[src/rtl/misc_st_rr_arb_if.sv]
`default_nettype none
// +--------------------------------------------------------------------------+
// | Module   : misc_st_rr_arb_if                                             |
// | Purpose  : Bundles the requester-side and DUT-side beat handshakes of    |
// |            the misc_st round-robin arbiter.                              |
// | Signals  : req_valid/req_ready/req_data/req_last - NUM_REQ requester     |
// |            lanes; req_data packs lane i at [i*DATA_W +: DATA_W].         |
// |            out_valid/out_ready/out_data/out_last/out_src - single        |
// |            arbitrated beat stream toward the DUT ingress.                |
// | Modports : slave  - the arbiter (consumes requests, drives out_*).       |
// |            master - the environment (drives requests, sinks out_*).      |
// | Revision : 1.0 - initial release                                         |
// +--------------------------------------------------------------------------+
interface misc_st_rr_arb_if #(
   parameter int NUM_REQ = 2,
   parameter int DATA_W  = 32,
   parameter int SRC_W   = (NUM_REQ > 1) ? $clog2(NUM_REQ) : 1
);
   logic [NUM_REQ-1:0]        req_valid;
   logic [NUM_REQ-1:0]        req_ready;
   logic [NUM_REQ*DATA_W-1:0] req_data;
   logic [NUM_REQ-1:0]        req_last;
   logic                      out_valid;
   logic                      out_ready;
   logic [DATA_W-1:0]         out_data;
   logic                      out_last;
   logic [SRC_W-1:0]          out_src;

   modport slave (
      input  req_valid, req_data, req_last, out_ready,
      output req_ready, out_valid, out_data, out_last, out_src
   );

   modport master (
      output req_valid, req_data, req_last, out_ready,
      input  req_ready, out_valid, out_data, out_last, out_src
   );
endinterface
`default_nettype wire

[src/rtl/misc_st_rr_arb.sv]
`default_nettype none
// +--------------------------------------------------------------------------+
// | Module   : misc_st_rr_arb                                                |
// | Purpose  : Round-robin packet arbiter sharing the Miscellaneous DUT      |
// |            ingress between NUM_REQ requesters. A grant is held for a     |
// |            whole packet, capped at MAX_BEATS accepted beats.             |
// | Ports    : clk            - rising-edge clock                            |
// |            reset_n        - synchronous active-low reset                 |
// |            arb_en_i       - 1 allows new grants                          |
// |            bus_io         - requester lanes and DUT beat stream          |
// |            gnt_o          - registered one-hot grant                     |
// |            busy_o         - 1 while a packet is granted                  |
// |            err_overlong_o - one-cycle pulse after a forced release       |
// | Revision : 1.0 - initial release                                         |
// +--------------------------------------------------------------------------+
module misc_st_rr_arb #(
   parameter int NUM_REQ   = 2,
   parameter int DATA_W    = 32,
   parameter int MAX_BEATS = 16
) (
   input  logic               clk,
   input  logic               reset_n,
   input  logic               arb_en_i,
   misc_st_rr_arb_if.slave    bus_io,
   output logic [NUM_REQ-1:0] gnt_o,
   output logic               busy_o,
   output logic               err_overlong_o
);
   localparam int SRC_W = (NUM_REQ > 1) ? $clog2(NUM_REQ) : 1;
   localparam int CNT_W = 8;

   localparam logic [0:0]       c_ST_IDLE  = 1'b0;
   localparam logic [0:0]       c_ST_BUSY  = 1'b1;
   localparam logic [SRC_W-1:0] c_LAST_IDX = SRC_W'(NUM_REQ - 1);
   localparam logic [CNT_W-1:0] c_CNT_MAX  = CNT_W'(MAX_BEATS - 1);

   logic [0:0]         state_q, state_d;
   logic [SRC_W-1:0]   rr_ptr_q, rr_ptr_d;
   logic [SRC_W-1:0]   gnt_idx_q, gnt_idx_d;
   logic [CNT_W-1:0]   beat_cnt_q, beat_cnt_d;
   logic [NUM_REQ-1:0] gnt_q, gnt_d;
   logic               err_q, err_d;

   logic [DATA_W-1:0]  w_data_arr [NUM_REQ];
   logic [SRC_W-1:0]   w_cand;
   logic [SRC_W-1:0]   w_win_idx;
   logic               w_win_found;
   logic               w_out_valid;
   logic [DATA_W-1:0]  w_out_data;
   logic               w_out_last;
   logic               w_last_nat;
   logic [SRC_W-1:0]   w_out_src;
   logic [NUM_REQ-1:0] w_req_ready;
   logic               w_beat_acc;

   // Unpack the flat requester data bus so the mux can index by grant.
   for (genvar gi = 0; gi < NUM_REQ; gi++) begin : g_unpack
      assign w_data_arr[gi] = bus_io.req_data[gi*DATA_W +: DATA_W];
   end

   // Search from rr_ptr upward with wrap; first valid requester wins.
   always_comb begin
      w_cand      = rr_ptr_q;
      w_win_found = 1'b0;
      w_win_idx   = '0;
      for (int k = 0; k < NUM_REQ; k++) begin
         if (!w_win_found && bus_io.req_valid[w_cand]) begin
            w_win_found = 1'b1;
            w_win_idx   = w_cand;
         end
         w_cand = (w_cand == c_LAST_IDX) ? '0 : w_cand + 1'b1;
      end
   end

   // Granted lane is passed straight through; everything is quiet in IDLE.
   always_comb begin
      w_out_valid = 1'b0;
      w_out_data  = '0;
      w_out_last  = 1'b0;
      w_last_nat  = 1'b0;
      w_out_src   = '0;
      w_req_ready = '0;
      if (state_q == c_ST_BUSY) begin
         w_out_valid            = bus_io.req_valid[gnt_idx_q];
         w_out_data             = w_data_arr[gnt_idx_q];
         w_last_nat             = bus_io.req_last[gnt_idx_q];
         w_out_last             = w_last_nat || (beat_cnt_q == c_CNT_MAX);
         w_out_src              = gnt_idx_q;
         w_req_ready[gnt_idx_q] = bus_io.out_ready;
      end
   end

   assign w_beat_acc = (state_q == c_ST_BUSY) && w_out_valid && bus_io.out_ready;

   always_comb begin
      state_d    = state_q;
      rr_ptr_d   = rr_ptr_q;
      gnt_idx_d  = gnt_idx_q;
      beat_cnt_d = beat_cnt_q;
      gnt_d      = gnt_q;
      err_d      = 1'b0;
      case (state_q)
         c_ST_IDLE: begin
            if (arb_en_i && w_win_found) begin
               state_d    = c_ST_BUSY;
               gnt_idx_d  = w_win_idx;
               gnt_d      = NUM_REQ'(1) << w_win_idx;
               beat_cnt_d = '0;
            end
         end
         c_ST_BUSY: begin
            if (w_beat_acc) begin
               beat_cnt_d = beat_cnt_q + 1'b1;
               if (w_out_last) begin
                  state_d  = c_ST_IDLE;
                  rr_ptr_d = (gnt_idx_q == c_LAST_IDX) ? '0 : gnt_idx_q + 1'b1;
                  gnt_d    = '0;
                  // Only the length cap ended this packet: flag it.
                  err_d    = !w_last_nat;
               end
            end
         end
         default: state_d = c_ST_IDLE;
      endcase
   end

   always_ff @(posedge clk) begin
      if (!reset_n) begin
         state_q    <= c_ST_IDLE;
         rr_ptr_q   <= '0;
         gnt_idx_q  <= '0;
         beat_cnt_q <= '0;
         gnt_q      <= '0;
         err_q      <= 1'b0;
      end else begin
         state_q    <= state_d;
         rr_ptr_q   <= rr_ptr_d;
         gnt_idx_q  <= gnt_idx_d;
         beat_cnt_q <= beat_cnt_d;
         gnt_q      <= gnt_d;
         err_q      <= err_d;
      end
   end

   assign bus_io.out_valid = w_out_valid;
   assign bus_io.out_data  = w_out_data;
   assign bus_io.out_last  = w_out_last;
   assign bus_io.out_src   = w_out_src;
   assign bus_io.req_ready = w_req_ready;

   assign gnt_o          = gnt_q;
   assign busy_o         = (state_q == c_ST_BUSY);
   assign err_overlong_o = err_q;
endmodule
`default_nettype wire

[src/flat_wrapper.sv]
// flat-port wrapper written by rule: the top's interface ports become plain ports
module misc_st_rr_arb_flat 
#(
   parameter int NUM_REQ   = 2,
   parameter int DATA_W    = 32,
   parameter int MAX_BEATS = 16
)
  (clk, reset_n, arb_en_i, gnt_o, busy_o, err_overlong_o, bus_io_req_valid, bus_io_req_data, bus_io_req_last, bus_io_out_ready, bus_io_req_ready, bus_io_out_valid, bus_io_out_data, bus_io_out_last, bus_io_out_src);
  misc_st_rr_arb_if #(.NUM_REQ(NUM_REQ), .DATA_W(DATA_W)) bus_io_i ();
  input  logic clk;
  input  logic reset_n;
  input  logic arb_en_i;
  output logic [NUM_REQ-1:0] gnt_o;
  output logic busy_o;
  output logic err_overlong_o;
  input wire logic [$bits(bus_io_i.req_valid)-1:0] bus_io_req_valid;
  input wire logic [$bits(bus_io_i.req_data)-1:0] bus_io_req_data;
  input wire logic [$bits(bus_io_i.req_last)-1:0] bus_io_req_last;
  input wire logic [$bits(bus_io_i.out_ready)-1:0] bus_io_out_ready;
  output wire logic [$bits(bus_io_i.req_ready)-1:0] bus_io_req_ready;
  output wire logic [$bits(bus_io_i.out_valid)-1:0] bus_io_out_valid;
  output wire logic [$bits(bus_io_i.out_data)-1:0] bus_io_out_data;
  output wire logic [$bits(bus_io_i.out_last)-1:0] bus_io_out_last;
  output wire logic [$bits(bus_io_i.out_src)-1:0] bus_io_out_src;
  assign bus_io_i.req_valid = bus_io_req_valid;
  assign bus_io_i.req_data = bus_io_req_data;
  assign bus_io_i.req_last = bus_io_req_last;
  assign bus_io_i.out_ready = bus_io_out_ready;
  assign bus_io_req_ready = bus_io_i.req_ready;
  assign bus_io_out_valid = bus_io_i.out_valid;
  assign bus_io_out_data = bus_io_i.out_data;
  assign bus_io_out_last = bus_io_i.out_last;
  assign bus_io_out_src = bus_io_i.out_src;
  misc_st_rr_arb #(.NUM_REQ(NUM_REQ), .DATA_W(DATA_W), .MAX_BEATS(MAX_BEATS)) u_core (.clk(clk), .reset_n(reset_n), .arb_en_i(arb_en_i), .bus_io(bus_io_i), .gnt_o(gnt_o), .busy_o(busy_o), .err_overlong_o(err_overlong_o));
endmodule
[config.mk]
export PLATFORM = sky130hd
export DESIGN_NAME = misc_st_rr_arb_flat
export DESIGN_NICKNAME = d
export VERILOG_FILES = /design/src/rtl/misc_st_rr_arb_if.sv /design/src/rtl/misc_st_rr_arb.sv /design/src/flat_wrapper.sv
export SDC_FILE = /design/constraint.sdc
export NUM_CORES = 1
export LEC_CHECK = 0
export BUFFER_PORTS_ARGS = -buffer_cell sky130_fd_sc_hd__clkbuf_2
export CAP_MARGIN = 40
export CELL_PAD_IN_SITES_DETAIL_PLACEMENT = 1
export CELL_PAD_IN_SITES_GLOBAL_PLACEMENT = 2
export CORE_ASPECT_RATIO = 0.7
export CORE_UTILIZATION = 17
export DETAILED_ROUTE_END_ITERATION = 16
export HOLD_SLACK_MARGIN = 0.1
export PLACE_DENSITY_LB_ADDON = 0.1
export SLEW_MARGIN = 20
export SYNTH_ARGS = -nofsm -noshare
export SYNTH_HDL_FRONTEND = slang
export SYNTH_SLANG_ARGS = --single-unit
export TNS_END_PERCENT = 50
[constraint.sdc]
create_clock -name clk -period 2.2 [get_ports clk]
set_clock_uncertainty 0.2 [all_clocks]
set_input_delay 0.11 -clock clk [delete_from_list [all_inputs] [get_ports clk]]
set_output_delay 0.11 -clock clk [all_outputs]
set_load 0.005 [all_outputs]
## Word level (Yosys, flattened, before mapping)

Index checks and enable logic that the tools add are counted.

| storage, ports and cells | value |
|---|---|
| register bits | 14 |

| operators by class | value |
|---|---|
| bitwise logic cells | 3 |
| eq/ne operators | 4 |
| mux-type cells | 36 |
| $lt $le $gt $ge | 5 |
| add/subtract/negate cells | 3 |
| reductions and logical operators | 13 |
| shift-type cells | 1 |

Operator list:

| operator | count |
|---|---|
| $mux W32 | 4 |
| $mux W1 | 22 |
| $mux W8 | 2 |
| $pmux W8 S2 | 1 |
| $add A8 B1 Y8 const B | 1 |
| $eq A8 B4 Y1 const B | 1 |
| $mux W2 | 4 |
| $lt A1 B2 Y1 const B | 3 |
| $reduce_and A3 Y1 | 2 |
| $logic_and A1 B1 Y1 | 5 |
| $ne A2 B2 Y1 const B | 2 |
| $pmux W2 S2 | 1 |
| $reduce_and A2 Y1 | 2 |
| $reduce_and A4 Y1 | 1 |
| $add A1 B1 Y1 const B | 2 |
| $and A2 B2 Y2 | 1 |
| $ge A2 B2 Y1 const B | 1 |
| $logic_not A1 Y1 | 2 |
| $ne A2 B1 Y1 const B | 1 |
| $not A1 Y2 | 1 |
| $pmux W1 S2 | 1 |
| $shl A1 B1 Y2 const A | 1 |
| $demux W1 S1 | 1 |
| $ge A1 B1 Y1 const B | 1 |
| other kinds (2) | 2 |

## Longest topological paths before layout

Gate-level depths: netlist of the first run.

| logic depth | value |
|---|---|
| depth in word-level cells | 9 |
| depth in mapped cells | 6 |
| depth with buffers taken out | 5 |

## Worst setup path before layout of the first run

OpenSTA, ideal clock, no wires.

| timing | value |
|---|---|
| kind | register -> register |
| start | register u_core.state_q (netlist: u_core.busy_o) |
| end | register u_core.gnt_q[0] (netlist: u_core.gnt_o[0]) |
| slack | 417 ps |
| setup time | 121 ps |
| path buffers | 2 |
| stages on the path, launching flop included | 7 |
| data arrival time | 1463 ps |
| cells stage by stage | dfxtp_1 buf_2 nand2_1 or2_1 buf_2 o21ai_1 mux2_2 |

| between the ends | value |
|---|---|
| longest elaborated chain between the ends | 5 |
| elaborated cells on any way between the ends | 10 |

RTL lines:

| what | line | source |
|---|---|---|
| start, declared | misc_st_rr_arb.sv:37 | `logic [0:0] state_q, state_d;` |
| start signal, assigned | misc_st_rr_arb.sv:129 | `state_q <= c_ST_IDLE;` |
| start signal, assigned | misc_st_rr_arb.sv:136 | `state_q <= state_d;` |
| $mux W1 | misc_st_rr_arb.sv:83 | `if (state_q == c_ST_BUSY) begin` |
| $logic_and A1 B1 Y1 (2 in series) | misc_st_rr_arb.sv:93 | `assign w_beat_acc = (state_q == c_ST_BUSY) && w_out_valid && bus_io.out_ready;` |
| $ne A2 B2 Y1 (no line) | n/a |  |
| $reduce_and A3 Y1 (no line) | n/a |  |
| end signal, assigned | misc_st_rr_arb.sv:140 | `gnt_q <= gnt_d;` |
| end, declared | misc_st_rr_arb.sv:41 | `logic [NUM_REQ-1:0] gnt_q, gnt_d;` |

Several ways; a longest one is shown, not always the timed one.
A chain may end at the register's enable or synchronous reset.

## Worst setup path after layout of the first run

| timing | value |
|---|---|
| start | register u_core.state_q (netlist: u_core.busy_o) |
| end | register u_core.gnt_q[1] (netlist: u_core.gnt_o[1]) |

The elaborated chain is that of the path after synthesis.

==> metrics, run 1 <==
initial antenna violation count 0; Hold Path Depth 3; Initial Utilization 18.2%; die height 71.4 um; layout cells sized above 1 46.3%; Sink Count 14; GRT Overall Usage 13.0%; CP max FO 36; RSZ-0062 raised after global routing false; Pre-antenna DRT Iters 4; Synth Cell Area 1170 um2; TritonCTS Buffers 3; Post-synth top flop dfxtp_1; Residual DRC 0; WP data required 2.17 ns; Setup-failing EPs final 0; cell taking the most area after synthesis mux2i_1; critical path data arrival time 2.01 ns; post-cts resize count 0; WL final 4730 um; root buffer cell clkbuf_8; Final Max Tran Viols 0; async set-reset flop share out of synthesis 0%; Synth top area share 29.1%; worst skew pair latency 0.25 ns; kind of critical path reg2reg; Setup crit end kind flip-flop; Die Area 7220 um2; #FFs+latches synth 14; met1 WL 2280 um; routability congestion estimate 0.769; placed cell count 354; area grow syn2layout 66.3%; routed via count 1,541; Leakage 0.000902 uW; Synth cell types 31; Final Cycle Share 92.4%; number of hold buffers added after cts 5; highest metal used met4; Hold Vio Cnt, Final 0; Net Count, Synth 229; R2R cell count 6; Max IR drop VDD 251 uV; Post-Layout Cell Count 363; Post-synth EDFFs 0; Max-Cap Viols 0; CTS tree yes; grt ovf 0; dpl hpwl 3850 um; Port Buffers 112; ANT cells 0; Post-CTS Setup Inserts 0; first-pass GRT wire length 7270 um; core area 6430 um2; Post-Syn Instances 156; sequential area share after synthesis 24.0%; # rows 24; Hold Crit Class in2reg; num ports 113; Avg WL per Cell 13.0 um; Horiz. Die Dim 101 um; Worst Max-Slew Pin Slew 0.589 ns; DR WL met2 2030 um; # nets final 346; Rel. slew slack 60.7%; largest cells by area after synthesis mux2i_1, dfxtp_1, nor2_1, mux2_2, nand2_1; status complete, no violations; syn avg cell area 7.49 um2; CP startpoint kind flip-flop; Bufs on Longest Clock Path 2; Peak Freq 492 MHz; min cycle time layout 2.03 ns; Fillers 833; DR WL met3 334 um; TNS Setup 0 ns; Final ANT Viol Nets 0; pin count of the biggest net entering global routing 38; deepest level of the CTS H-tree 1; Vias/cell 4.25; DRT iter0 DRCs 40; number of global-route vias before repair 1,466; clock edge transition at the registers on the reported setup and hold paths 0.06 ns; Yosys warning count 0; pwr dens 401 nW/um2
==> synth_stat cells (2+ instances only) <==
master    instances
buf_1             5
or2_1             2
nor2_1           42
and2_1            2
nand4_1           2
o21ai_0           3
buf_2             5
nand3_1           5
xnor2_1           3
mux2_2            3
nand2_1           8
a211oi_1          2
nor4_1            3
a21oi_1           3
nand2b_1          3
dfxtp_1          14
mux2i_1          34
nor3_1            3
o22ai_1           2
==> final cells by class <==
class	count	area, um2	share of cell area, %
tap	91	114	5.86
sequential	14	282	14.5
timing repair buffer	122	648	33.4
multi-input combinational	129	833	42.9
inverter	3	11.3	0.580
clock buffer	4	55.1	2.83
==> cells in the final DEF, fill, tap and decap left out, types with 2 or more instances in the layout <==
master,instances
buf_4,5
nor2_1,42
o21ai_0,3
a21oi_1,3
xnor2_1,3
nor3_1,3
dlygate4sd3_1,5
nor4_1,3
a211oi_1,2
dfxtp_1,13
nand4_1,2
nand3_1,5
nand2_1,8
and2_1,2
o22ai_1,2
nand2b_1,3
mux2i_1,34
or2_1,2
clkbuf_2,112
mux2_2,3
clkbuf_8,4
==> worst paths after layout <==
path	end	from	slack, ns
max	u_core.gnt_o[1]	u_core.busy_o	0.17
min reg2reg	u_core.rr_ptr_q	u_core.rr_ptr_q	0.28
min	u_core.gnt_o[0]	bus_io_req_valid[1]	0.18
max reg2reg	u_core.gnt_o[1]	u_core.busy_o	0.17
==> logic make-up (layout without fill, tap and decap cells) <==
kind of cell / count (synthesis) / after routing / synth area share, %
mux: 37 / 37 / 32.0
fa+ha+maj: 1 / 1 / 1.07
compound gates: 15 / 15 / 8.24
buf+inv: 13 / 129 / 4.71
flops: 14 / 14 / 24.0
simple gates: 73 / 73 / 27.7
xor+xnor: 3 / 3 / 2.25
==> worst max-delay path, cell delays in order (launching register included) <==
cell and delay, ns:
dfxtp_1 0.31, buf_4 0.16, inv_2 0.06, buf_4 0.33, nand4_1 0.12, dlygate4sd3_1 0.61, o22ai_1 0.16
==> per-layer routing <==
| metal | track usage (%) | vias to the layer above |
|---|---|---|
| li1 | - | 773 |
| met1 | 16.5 | 694 |
| met2 | 21.8 | 66 |
| met3 | 3.32 | 8 |
| met4 | 3.54 | 0 |
| met5 | 0 | - |
==> registers in the layout (all words and copies together) (netlist names) <==
signal / count
u_core.err_overlong_o: 1
u_core.gnt_o: 2
u_core.gnt_idx_q: 1
u_core.rr_ptr_q: 1
u_core.beat_cnt_q: 8
u_core.busy_o: 1
==> power by group <==
| part | switching, uW | internal, uW | total (uW) |
|---|---|---|---|
| Sequential | 4.19 | 260 | 264 |
| Combinational | 125 | 132 | 256 |
| Clock | 99.9 | 159 | 259 |
==> stage by stage <==
| step | setup slack (ns) | area, um2 | hold slack (ns) | total power [uW] | util [%] |
|---|---|---|---|---|---|
| floorplan | 0.417 | 1170 | 0.0990 | 386 | - |
| global placement | 0.312 | 1840 | 0.247 | 523 | 28.6 |
| detailed placement | 0.335 | 1840 | 0.248 | 523 | 28.6 |
| CTS | 0.141 | 1940 | 0.153 | 794 | 30.2 |
| global route | 0.0152 | 1940 | 0.188 | 833 | 30.2 |
| finish | 0.168 | 1940 | 0.180 | 779 | 30.2 |
(Power assumes the default switching activity.)
==> inputs of run 2 (changes only) <==
Settings changed: CELL_PAD_IN_SITES_DETAIL_PLACEMENT 1 to 0, CELL_PAD_IN_SITES_GLOBAL_PLACEMENT 2 to 1, CORE_UTILIZATION 17 to 23.
==> metrics, run 2 (synthesis gave the netlist of run 1 again) <==
status complete, no violations (unchanged); Sink Count 14 (unchanged); Setup-failing EPs final 0 (unchanged); Avg WL per Cell 11.5 um (was 13.0 um); pwr dens 404 nW/um2 (was 401 nW/um2); CTS tree yes (unchanged); Peak Freq 489 MHz (was 492 MHz); commonest non-fill, non-tap cell in the layout clkbuf_2 (unchanged); # rows 21 (was 24); routed via count 1,475 (was 1,541); Crit path depth 6 (unchanged); placed inst area 1800 um2 (was 1840 um2); reg2reg setup slack 0.15 ns (was 0.17 ns); layout cells sized above 1 46.1% (was 46.3%); max FFs per register 8 (unchanged); first-pass GRT wire length 5480 um (was 7270 um); most used cell, CP buf_4 (unchanged); Post-Layout Cell Count 340 (was 363); CP max FO 36 (unchanged); Residual DRC 0 (unchanged); Rel. slew slack 62.9% (was 60.7%); CP top delay family buffers and inverters (unchanged); grt ovf 0 (unchanged); Vias/cell 4.34 (was 4.25); Hold Path Depth 3 (unchanged); DRT iter0 DRCs 48 (was 40); setup ws final 0.153 ns (was 0.168 ns); most frequent cells in the layout clkbuf_2, nor2_1, mux2i_1 (unchanged); Crit path largest cell delay 0.61 ns (about the same); Max-Cap Viols 0 (unchanged); min cycle time layout 2.05 ns (was 2.03 ns); Pre-antenna DRT Iters 5 (was 4); critical path data arrival time 2.02 ns (was 2.01 ns); Leakage 0.000898 uW (was 0.000902 uW); Initial Utilization 24.2% (was 18.2%); Hold Crit Class in2reg (unchanged); GRT Overall Usage 13.5% (was 13.0%); die height 61.6 um (was 71.4 um); num ports 113 (unchanged); Hold EP u_core.gnt_o[0] (unchanged); fin area 1910 um2 (was 1940 um2); routability congestion estimate 0.814 (was 0.769); Max IR drop VDD 315 uV (was 251 uV); initial antenna violation count 0 (unchanged); Final Cycle Share 93.0% (was 92.4%); clock edge transition at the registers on the reported setup and hold paths 0.07 ns (was 0.06 ns); dpl hpwl 3070 um (was 3850 um); core area 4830 um2 (was 6430 um2); placed cell count 331 (was 354); Largest Register u_core.beat_cnt_q (unchanged); kind of critical path reg2reg (unchanged); R2R cell count 6 (unchanged); CP bufs+invs 4 (unchanged); WP data required 2.17 ns (about the same); reg2reg start u_core.busy_o (unchanged); Bufs on Longest Clock Path 2 (unchanged); Horiz. Die Dim 87.2 um (was 101 um); ANT cells 0 (unchanged); Slowest cell on crit path dlygate4sd3_1 (unchanged); WL final 3910 um (was 4730 um); Worst Max-Slew Pin Slew 0.556 ns (was 0.589 ns); area grow syn2layout 63.3% (was 66.3%); critical-path cell list buf_4 -> inv_2 -> buf_4 -> nand4_1 -> dlygate4sd3_1 -> o22ai_1 (unchanged); RSZ-0062 raised after global routing false (unchanged); root buffer cell clkbuf_8 (unchanged); Setup crit end kind flip-flop (unchanged); post-cts resize count 0 (unchanged); Final ANT Viol Nets 0 (unchanged); worst flop-to-flop path endpoint u_core.gnt_o[1] (unchanged); Port Buffers 112 (unchanged); Final Max Tran Viols 0 (unchanged); post-place setup slack 0.301 ns (was 0.335 ns); pin count of the biggest net entering global routing 37 (was 38); TritonCTS Buffers 3 (unchanged); Post-CTS Setup Inserts 0 (unchanged); number of global-route vias before repair 1,162 (was 1,466); # nets final 345 (was 346); deepest level of the CTS H-tree 1 (unchanged); worst hold path startpoint bus_io_req_valid[1] (unchanged); number of hold buffers added after cts 5 (unchanged); Hold Vio Cnt, Final 0 (unchanged); TNS Setup 0 ns (unchanged); CP startpoint kind flip-flop (unchanged); Die Area 5370 um2 (was 7220 um2); worst skew pair latency 0.25 ns (about the same)
[run 2: cell count changes in the layout (fill, tap and decap cells not counted)]
cell	previous run	this run
buf_4	5	4
[run 2: per-stage QoR]
stage	hold WS (ns)	utilization, %	total power, uW
after floorplan	0.0990	-	386
after CTS	0.151	39.5	776
final	0.152	39.5	771
after detailed placement	0.230	37.3	513
after global routing	0.171	39.5	822
after global placement	0.250	37.3	515
[run 2: worst max-delay path by stage]
| stage | start | end | slack, ns |
|---|---|---|---|
| 2_1_floorplan | u_core.busy_o | u_core.gnt_o[0] | 0.42 |
| 3_3_place_gp | u_core.beat_cnt_q[4] | u_core.gnt_o[0] | 0.31 |
| 3_5_place_dp | u_core.beat_cnt_q[4] | u_core.gnt_o[0] | 0.30 |
| 4_1_cts | u_core.busy_o | u_core.gnt_o[1] | 0.16 |
| 5_1_grt | u_core.busy_o | u_core.gnt_o[1] | 0.05 |
| 6_report | u_core.busy_o | u_core.gnt_o[1] | 0.15 |
[run 2: power breakdown]
| group | total (uW) | switching [uW] | internal (uW) |
|---|---|---|---|
| registers | 264 | 4.10 | 260 |
| logic | 248 | 118 | 130 |
| clock network | 258 | 99.8 | 159 |
[run 2: final cells by class]
type	count	area, um2
sequential	14	282
multi-input combinational	129	833
inverter	3	11.3
timing repair buffer	121	641
clock buffer	4	55.1
fill	544	2930
tap	69	86.3
[run 2: routing by layer]
metal,global-route usage (%),vias up,part of all wire [%],wire [um]
met5,0,-,0,0
met4,2.58,0,0.20,8
li1,-,774,-,-
met3,3.75,2,11,422
met1,19.4,625,46,1800
met2,20.1,74,43,1680
[run 2: worst register-to-register path, stage by stage (launching register included)]
cell and delay [ns]:
dfxtp_1 0.31, buf_4 0.16, inv_2 0.06, buf_4 0.34, nand4_1 0.13, dlygate4sd3_1 0.61, o22ai_1 0.16
==> inputs of run 3 (changes only) <==
Clock period 2.2 ns to 2.1 ns, I/O delays scaled along.
==> metrics, run 3 (synthesis gave the netlist of run 1 again) <==
status complete, no violations (unchanged); ANT cells 0 (unchanged); WL final 3900 um (was 3910 um); CTS tree yes (unchanged); TNS Setup 0 ns (unchanged); layout cells sized above 1 46.1% (unchanged); Seq. cell area 282 um2 (unchanged); Vias/cell 4.41 (was 4.34); number of global-route vias before repair 1,227 (was 1,162); dpl hpwl 3120 um (was 3070 um); clock edge transition at the registers on the reported setup and hold paths 0.06 ns (was 0.07 ns); Max IR drop VDD 270 uV (was 315 uV); first-pass GRT wire length 5500 um (was 5480 um); Hold Vio Cnt, Final 0 (unchanged); Net Sw Frac 28.0% (was 28.8%); Final Max Tran Viols 0 (unchanged); num ports 113 (unchanged); most frequent cells in the layout clkbuf_2, nor2_1, mux2i_1 (unchanged); setup ws final 0.161 ns (was 0.153 ns); area grow syn2layout 63.3% (unchanged); Final Cycle Share 92.4% (was 93.0%); DRT iter0 DRCs 64 (was 48); post-cts resize count 0 (unchanged); kind of critical path reg2reg (unchanged); Horiz. Die Dim 87.2 um (unchanged); Setup crit end kind flip-flop (unchanged); WP data required 2.03 ns (was 2.17 ns); # rows 21 (unchanged); RSZ-0062 raised after global routing false (unchanged); worst hold path startpoint bus_io_req_valid[1] (unchanged); pin count of the biggest net entering global routing 37 (unchanged); core area 4830 um2 (unchanged); routed via count 1,498 (was 1,475); Residual DRC 0 (unchanged); Combinational Power Share 32.6% (was 32.2%); Avg WL per Cell 11.5 um (about the same); GRT Overall Usage 13.2% (was 13.5%); critical path data arrival time 1.87 ns (was 2.02 ns); Internal 574 uW (was 548 uW); TritonCTS Buffers 3 (unchanged); Largest Register u_core.beat_cnt_q (unchanged); Setup-failing EPs final 0 (unchanged); CP max FO 6 (was 36); Initial Utilization 24.2% (unchanged); switching power 224 uW (was 222 uW); Rel. slew slack 61.4% (was 62.9%); Hold Path Depth 3 (unchanged); Pre-antenna DRT Iters 4 (was 5); worst skew pair latency 0.24 ns (was 0.25 ns); sequential power share 34.7% (was 34.3%); die height 61.6 um (unchanged); Sink Count 14 (unchanged); area of the multi-input gates 833 um2 (unchanged); Peak Freq 516 MHz (was 489 MHz); pwr dens 418 nW/um2 (was 404 nW/um2); deepest level of the CTS H-tree 1 (unchanged); commonest non-fill, non-tap cell in the layout clkbuf_2 (unchanged); R2R cell count 4 (was 6); Worst Max-Slew Pin Slew 0.579 ns (was 0.556 ns); min cycle time layout 1.94 ns (was 2.05 ns); Post-Layout Cell Count 340 (unchanged); Max-Cap Viols 0 (unchanged); Port Buffers 112 (unchanged); number of hold buffers added after cts 5 (unchanged); Bufs on Longest Clock Path 2 (unchanged); max FFs per register 8 (unchanged); Die Area 5370 um2 (unchanged); CP startpoint kind flip-flop (unchanged); placed cell count 331 (unchanged); Clk pwr share 32.7% (was 33.5%); reg2reg start u_core.beat_cnt_q[4] (was u_core.busy_o); root buffer cell clkbuf_8 (unchanged); grt ovf 0 (unchanged); Final ANT Viol Nets 0 (unchanged); Post-CTS Setup Inserts 0 (unchanged); Leakage 0.000898 uW (unchanged); # nets final 345 (unchanged); initial antenna violation count 0 (unchanged); post-place setup slack 0.176 ns (was 0.301 ns); routability congestion estimate 0.793 (was 0.814); Fillers 532 (was 544); Worst Setup SP u_core.beat_cnt_q[4] (was u_core.busy_o); Hold Crit Class in2reg (unchanged)
==> run 3: cell counts in the layout (fill, tap and decap cells not counted) <==
Identical to the previous run, type by type.
==> run 3: area by class of cell <==
type                       count  area share (%)
sequential                    14            14.8
inverter                       3           0.590
tap                           69            4.52
timing repair buffer         121            33.6
multi-input combinational    129            43.7
clock buffer                   4            2.89
==> run 3: layer usage <==
| layer | up-vias | global-route usage (%) | share of wire, % |
|---|---|---|---|
| met5 | - | 0 | 0 |
| met3 | 2 | 3.49 | 8.1 |
| met1 | 652 | 17.9 | 48 |
| met4 | 0 | 2.11 | 0.26 |
| met2 | 71 | 21.8 | 44 |
| li1 | 773 | - | - |
==> run 3: power by group through the flow <==
stage / clock (uW) / combinational [uW] / sequential [uW]
2_1_floorplan: 0 / 123 / 282
5_1_grt: 289 / 291 / 277
6_report: 261 / 260 / 277
3_3_place_gp: 0 / 257 / 282
3_5_place_dp: 0 / 255 / 283
4_1_cts: 270 / 263 / 277
==> run 3: worst paths after layout <==
check,endpoint,slack (ns)
setup / recovery,u_core.gnt_o[0],0.16
hold / removal,u_core.gnt_o[0],0.16
setup reg to reg,u_core.gnt_o[0],0.16
hold reg to reg,u_core.gnt_o[1],0.26
==> run 3: critical path, stage by stage (launching register included) <==
cell and delay [ns]:
dfxtp_1 0.36, nor4_1 0.42, a41oi_1 0.25, o21ai_1 0.24
mux2_2 0.35
==> run 3: stage by stage <==
stage               hold WS [ns]  util (%)  instance area (um2)  power, uW
CTS                        0.151      39.5                 1910        810
global placement           0.223      37.3                 1800        539
global route               0.168      39.5                 1910        857
floorplan                 0.0940         -                 1170        404
finish                     0.162      39.5                 1910        798
detailed placement         0.223      37.3                 1800        537
